`config.mk`:
```
export PLATFORM = sky130hd
export DESIGN_NAME = pm_mux_pipe
export DESIGN_NICKNAME = d
export VERILOG_FILES = /design/src/rtl/pm_mux_pipe.sv
export SDC_FILE = /design/constraint.sdc
export NUM_CORES = 1
export LEC_CHECK = 0
export ABC_AREA = 1
export BUFFER_PORTS_ARGS = -buffer_cell sky130_fd_sc_hd__buf_2
export CORE_MARGIN = 1.5
export CORE_UTILIZATION = 34
export CTS_CLUSTER_DIAMETER = 60
export DETAILED_ROUTE_END_ITERATION = 12
export SYNTH_ARGS = -nofsm -noshare
export SYNTH_HDL_FRONTEND = slang
export SYNTH_SLANG_ARGS = --single-unit
```
`constraint.sdc`:
```
create_clock -name clk -period 2.6 [get_ports clk]
set_input_delay 0.39 -clock clk [delete_from_list [all_inputs] [get_ports clk]]
set_output_delay 0.39 -clock clk [all_outputs]
set_load 0.01 [all_outputs]
```
`src/rtl/pm_mux_pipe.sv`:
```
// pm_mux_pipe: pipelined CHANNELS:1 program-memory word selector feeding a
// 2-entry output FIFO with valid/ready handshakes on both sides.
//
// Ports:
//   clk       - single clock, all state changes on its rising edge
//   reset     - synchronous active-high reset, highest priority
//   d         - flattened channels, channel k = d[k*WIDTH +: WIDTH]
//   s         - channel select, sampled when a word is accepted
//   in_valid  - source presents d/s
//   in_ready  - block can accept (occupancy below 2, registered only)
//   y         - word at buffer head (last popped word or 0 while empty)
//   y_valid   - buffer non-empty
//   y_ready   - consumer accepts y
//   sel_err   - sticky out-of-range select flag
//   err_clr   - clears sel_err (a simultaneous new error wins)
//   count     - buffer occupancy 0..2
module pm_mux_pipe #(
  parameter int WIDTH      = 4,
  parameter int CHANNELS   = 4,
  parameter int SEL_W      = 2,
  parameter bit LATCH_LAST = 1'b1
) (
  input  logic                      clk,
  input  logic                      reset,
  input  logic [CHANNELS*WIDTH-1:0] d,
  input  logic [SEL_W-1:0]          s,
  input  logic                      in_valid,
  output logic                      in_ready,
  output logic [WIDTH-1:0]          y,
  output logic                      y_valid,
  input  logic                      y_ready,
  output logic                      sel_err,
  input  logic                      err_clr,
  output logic [1:0]                count
);

  // One-hot channel decode. A select with no matching channel leaves all
  // hits low, which both zeroes the selected word and flags the error.
  logic [CHANNELS-1:0] hit;
  logic [WIDTH-1:0]    masked [CHANNELS];

  genvar gi;
  generate
    for (gi = 0; gi < CHANNELS; gi++) begin : g_chan
      assign hit[gi]    = (s == SEL_W'(gi));
      assign masked[gi] = hit[gi] ? d[gi*WIDTH +: WIDTH] : '0;
    end
  endgenerate

  logic [WIDTH-1:0] sel_word;
  logic             in_range;

  always_comb begin
    sel_word = '0;
    for (int k = 0; k < CHANNELS; k++) begin
      sel_word = sel_word | masked[k];
    end
  end

  assign in_range = |hit;

  // Storage: entry0 is the head, entry1 the skid slot.
  logic [WIDTH-1:0] e0_q, e0_d;
  logic [WIDTH-1:0] e1_q, e1_d;
  logic [WIDTH-1:0] last_q, last_d;
  logic [1:0]       count_q, count_d;
  logic             err_q, err_d;

  logic push;
  logic pop;

  assign in_ready = (count_q < 2'd2);
  assign y_valid  = (count_q != 2'd0);
  assign push     = in_valid && in_ready;
  assign pop      = y_valid && y_ready;

  always_comb begin
    e0_d    = e0_q;
    e1_d    = e1_q;
    count_d = count_q;
    last_d  = pop ? e0_q : last_q;

    case (count_q)
      2'd0: begin
        if (push) begin
          e0_d    = sel_word;
          count_d = 2'd1;
        end
      end
      2'd1: begin
        if (push && pop) begin
          // Head leaves and the new word takes its place with no bubble.
          e0_d = sel_word;
        end else if (push) begin
          e1_d    = sel_word;
          count_d = 2'd2;
        end else if (pop) begin
          count_d = 2'd0;
        end
      end
      default: begin
        if (pop) begin
          e0_d    = e1_q;
          count_d = 2'd1;
        end
      end
    endcase

    // Set takes priority over clear.
    if (push && !in_range) begin
      err_d = 1'b1;
    end else if (err_clr) begin
      err_d = 1'b0;
    end else begin
      err_d = err_q;
    end
  end

  always_ff @(posedge clk) begin
    if (reset) begin
      e0_q    <= '0;
      e1_q    <= '0;
      last_q  <= '0;
      count_q <= 2'd0;
      err_q   <= 1'b0;
    end else begin
      e0_q    <= e0_d;
      e1_q    <= e1_d;
      last_q  <= last_d;
      count_q <= count_d;
      err_q   <= err_d;
    end
  end

  // Output depends only on registered state.
  always_comb begin
    if (y_valid) begin
      y = e0_q;
    end else if (LATCH_LAST) begin
      y = last_q;
    end else begin
      y = '0;
    end
  end

  assign count   = count_q;
  assign sel_err = err_q;

endmodule

```
==> After elaboration in Yosys (flattened, before gate mapping) <==
Index checks and enable logic that the tools add are counted.
{ "op_classes": {"order_cmp": 1, "n_eq_ne": 8, "muxes": 17, "n_bitwise": 4, "n_reduce_logical": 14} }
{ "ops": {"columns": ["operator", "n"], "rows": [
  ["4-bit two-way mux", 8],
  ["4-bit bitwise OR", 3],
  ["2-bit two-way mux", 5],
  ["4-bit case mux with 2 select lines", 1],
  ["2-bit != test (second input constant)", 3],
  ["3-bit AND reduction", 2],
  ["2-bit by 1-bit equality test with 1-bit output (second input constant)", 2],
  ["2-bit equality test (second input constant)", 2],
  ["1-bit logical AND", 4],
  ["2-bit zero test", 2],
  ["2-bit case mux with 2 select lines", 1],
  ["4-bit AND reduction", 1],
  ["2-bit nonzero test", 2],
  ["4-bit OR reduction", 1],
  ["3-bit != test (second input constant)", 1],
  ["3-bit nonzero test", 1],
  ["2-bit < comparator (second input constant)", 1],
  ["1-bit two-way mux", 2],
  ["1-bit zero test", 1],
  ["1-bit NOT", 1]
]} }
{ "totals": {"reg_bits": 15, "out_inout_bits": 9, "wordCells": 49} }

==> Depth between registers and ports, before layout <==
{ "logic_depth": {"depth_word": 7, "depth_mapped": 8} }

==> Worst setup path after synthesis <==
OpenSTA, ideal clock, no wires.
{ "synth_timing": {"path_type": "register to output", "start": "reg count_q[0] (netlist: count[0])", "end": "out y[0]", "t_arrival_ps": 894, "setup_slack_ps": 1316, "stages_incl_launch_ff": 4, "n_path_buf": 1, "cell_sequence": "dfxtp_1 -> nor2_2 -> buf_4 -> o21ai_1"} }
{ "synth_between": {"elab_chain_len": 2} }
{ "synth_rtl": {"columns": ["item", "line", "text"], "rows": [
  ["start, declared", "66", "logic [1:0] count_q, count_d;"],
  ["start signal, assigned", "130", "count_q <= count_d;"],
  ["2-bit nonzero test", "73", "assign y_valid = (count_q != 2'd0);"],
  ["4-bit two-way mux", "137", "if (y_valid) begin"],
  ["end, declared", "29", "output logic [WIDTH-1:0] y,"]
]} }
No other way between the ends.

==> Worst setup path after layout <==
{ "layout_timing": {"start": "reg count_q[1] (netlist: count[1])", "end": "out y[1]"} }
Same word-level chain as after synthesis.

==> impl_summary.txt <==
----------------------------------------------------
[Yosys]
  Seq/Total Area, Yosys ... 35.5%
  Number of library cell types mapped by synthesis ... 16
  Mapped Cells ... 131
  FF+latch count, synth ... 15
  Total of warnings raised by yosys ... 0
  Average cell area after synthesis ... 6.46 µm²
  Number of nets produced by synthesis ... 154
  Post-synthesis instance area ... 846 µm²

[Hold path]
  Kind of path behind the tightest hold check ... input port to register
  Hold-critical path depth ... 2
  Startpoint of the tightest hold check path ... err_clr

[Clocking]
  Quantity of gates resized following cts ... 0
  CTS max path bufs ... 2
  H-tree Lvls ... 1
  Number of buffers inserted to repair setup after CTS ... 0
  Worst skew pair latency ... 0.28 ns
  # clock sinks ... 15
  Post-CTS clock slew at the launch and capture registers of the worst setup and hold paths ... 0.09 ns
  CTS Root Cell ... sky130_fd_sc_hd__clkbuf_4
  Clock tree from TritonCTS ... built
  Number of buffers created by CTS ... 3
  Hold buffer count at cts ... 0

[Finish]
  Leading cell types in the layout, fill and taps excluded ... sky130_fd_sc_hd__nand2_1, sky130_fd_sc_hd__buf_2, sky130_fd_sc_hd__nand3_1
  Layout filler cell count ... 233
  # diodes ... 0
  Total number of nets in the final design ... 185
  Finished layout cell area ... 1030 µm²
  Layout cell share with drive strength beyond 1 ... 28.0%
  Share of the core filled with cells ... 45.4%
  Combined flip-flop and latch cell area ... 300 µm²
  Area growth, synth to finish ... 22.0%
  Combined area of the multi-input logic cells ... 482 µm²
  Number of standard cells in the final layout excluding fillers ... 189
  Leading cell type in the layout, fill and taps excluded ... sky130_fd_sc_hd__nand2_1

[Global routing]
  GR Util All Layers ... 14.9%
  Maximum number of pins on one net before global-route repair ... 13
  Global-route congestion overflow total ... 0
  First-pass GRT wire length ... 3.13 mm
  Via count of the first global-routing pass ... 807
  Antenna violations before repair ... 0

[Worst setup path]
  Number of cell instances on the worst register-to-register path ... 7
  R2r endpoint ... count[0]
  Worst setup path class ... register to primary output
  Crit path launch type ... register
  Critical Path Start ... count[1]
  CP endpoint kind ... primary output
  Crit path max fanout ... 12
  Req. time, crit path ... 2.21 ns
  Flop2flop setup slack ... 1.02 ns
  Sequence of cells on the critical path ... nor2_2 -> nand2_1 -> o21ai_1 -> buf_2
  Startpoint of the worst-slack reg-to-reg timing path ... count[1]
  Peak per-stage delay on the critical path ... 0.45 ns
  Signal arrival time at the worst endpoint ... 1.50 ns
  Endpoint of the most critical setup path ... y[1]
  CP max-delay cell ... sky130_fd_sc_hd__dfxtp_1

[Power and ir drop]
  Leakage power figure ... 0.521 nW
  Clk network pwr share ... 26.6%
  Relative contribution of sequential cells to total power ... 50.4%
  Power per cell area ... 485 nW/µm²
  Combinational cell fraction of total power ... 23.0%
  Worst-case vdd ir drop ... 0.328 mV
  Sw Ratio ... 30.5%
  Pwr Total ... 0.501 mW
  Net switching power ... 0.153 mW
  Internal power ... 0.348 mW

[Placed design]
  Final Wtd Congestion ... 0.786
  Cell count after placement ... 185
  Cell area reported after detailed placement ... 1010 µm²
  Post-DP HPWL ... 1.46 mm
  Quantity of I/O buffers inserted on ports ... 31
  Worst slack at placement ... 1.03 ns

[Outcome]
  Status ... finished, final reports clean

[Drt]
  Count of unresolved DRC violations after routing ... 0
  Drt via density ... 4.84
  Number of violations reported at the end of detailed-routing iteration 0 ... 12
  Routed wire length ... 1.89 mm
  Detailed-route via count ... 914
  Length of the first detailed-routing pass in iterations ... 4
  DR WL/cell ... 9.97 µm
  Number of antenna-violating nets in the routed design ... 0

[Die]
  Die outline height ... 52.9 µm
  Site row count ... 17
  Placeable core region ... 2280 µm²
  Effective utilization at floorplan ... 37.2%
  IO Pins ... 32
  Die footprint ... 2800 µm²
  Horizontal die dimension ... 52.9 µm

[Timing]
  Transition time at the pin with the least slew margin ... 0.485 ns
  Crit share post-route ... 72.8%
  Crit path time final ... 1.89 ns
  Max-slew violations ... 0
  Number of setup violations in the final report ... 0
  Number of hold violations in the final report ... 0
  Fin Clk Skew ... 0.00393 ns
  Fin Hold WS ... 0.251 ns
  Final-layout setup total negative slack ... 0 ns
  Final critical-path setup slack ... 0.706 ns
  Unrepaired setup endpoints after global routing ... false
  Rel. slew slack ... 67.7%
  Maximum achievable frequency ... 528 MHz

[Run]
  Max-cap viol count ... 0

----------------------------------------------------
## area by class of cell
cell class	instances	share of cell area, %
sequential	15	29.1
tap	28	3.39
inverter	9	3.27
multi-input combinational	102	46.7
clock buffer	4	2.55
timing repair buffer	31	15.0
## layer usage
metal	vias up	GRT usage [%]	part of all wire (%)
met5	-	0	0
met4	0	2.56	0.64
met3	2	4.52	5.0
met2	14	26.9	45
met1	410	17.3	49
li1	488	-	-
## kinds of logic after synthesis
| group | after synthesis | synth area share, % |
|---|---|---|
| AOI/OAI and AO/OA | 19 | 13.2 |
| buffers and inverters | 14 | 7.54 |
| and+or+nand+nor | 83 | 43.8 |
| DFF | 15 | 35.5 |
## cells in the mapped netlist
master                     number  area share [%]
sky130_fd_sc_hd__buf_4          2             1.8
sky130_fd_sc_hd__nand3_2        2             2.4
sky130_fd_sc_hd__nand4_2        1             1.5
sky130_fd_sc_hd__nor2_1        17             7.5
sky130_fd_sc_hd__a21oi_1        9             5.3
sky130_fd_sc_hd__nor2_2         2             1.5
sky130_fd_sc_hd__nor2_4         1             1.3
sky130_fd_sc_hd__a211oi_1       1            0.89
sky130_fd_sc_hd__buf_2          3             1.8
sky130_fd_sc_hd__a21boi_4       1             2.2
sky130_fd_sc_hd__o21ai_1        8             4.7
sky130_fd_sc_hd__inv_1          5             2.2
sky130_fd_sc_hd__nand3_1       20              12
sky130_fd_sc_hd__dfxtp_1       15              36
sky130_fd_sc_hd__nand2_1       40              18
sky130_fd_sc_hd__inv_2          4             1.8
## worst max-delay path, delay by kind of cell, from the launching register on
family,cells,cell delay [ns]
simple gates,2,0.54
buf+inv,1,0.14
compound gates,1,0.09
flops,1,0.45
## registers in the layout, summed over array words and instances (netlist names)
register	flops
e1_q	4
e0_q	4
last_q	4
sel_err	1
count	2
## power by group through the flow
stage | Combinational (mW) | Sequential, mW | Clock, mW
6_report | 0.115 | 0.253 | 0.133
5_1_grt | 0.131 | 0.254 | 0.145
4_1_cts | 0.115 | 0.252 | 0.135
3_5_place_dp | 0.115 | 0.258 | 0
3_3_place_gp | 0.114 | 0.258 | 0
2_1_floorplan | 0.0802 | 0.256 | 0
## how the worst min path moves through the flow
stage / to / slack, ns
finish: sel_err / 0.25
global placement: sel_err / 0.42
global route: sel_err / 0.24
floorplan: last_q[0] / 0.43
CTS: sel_err / 0.25
detailed placement: sel_err / 0.43
No activity file was read; power rests on OpenSTA's default activity.
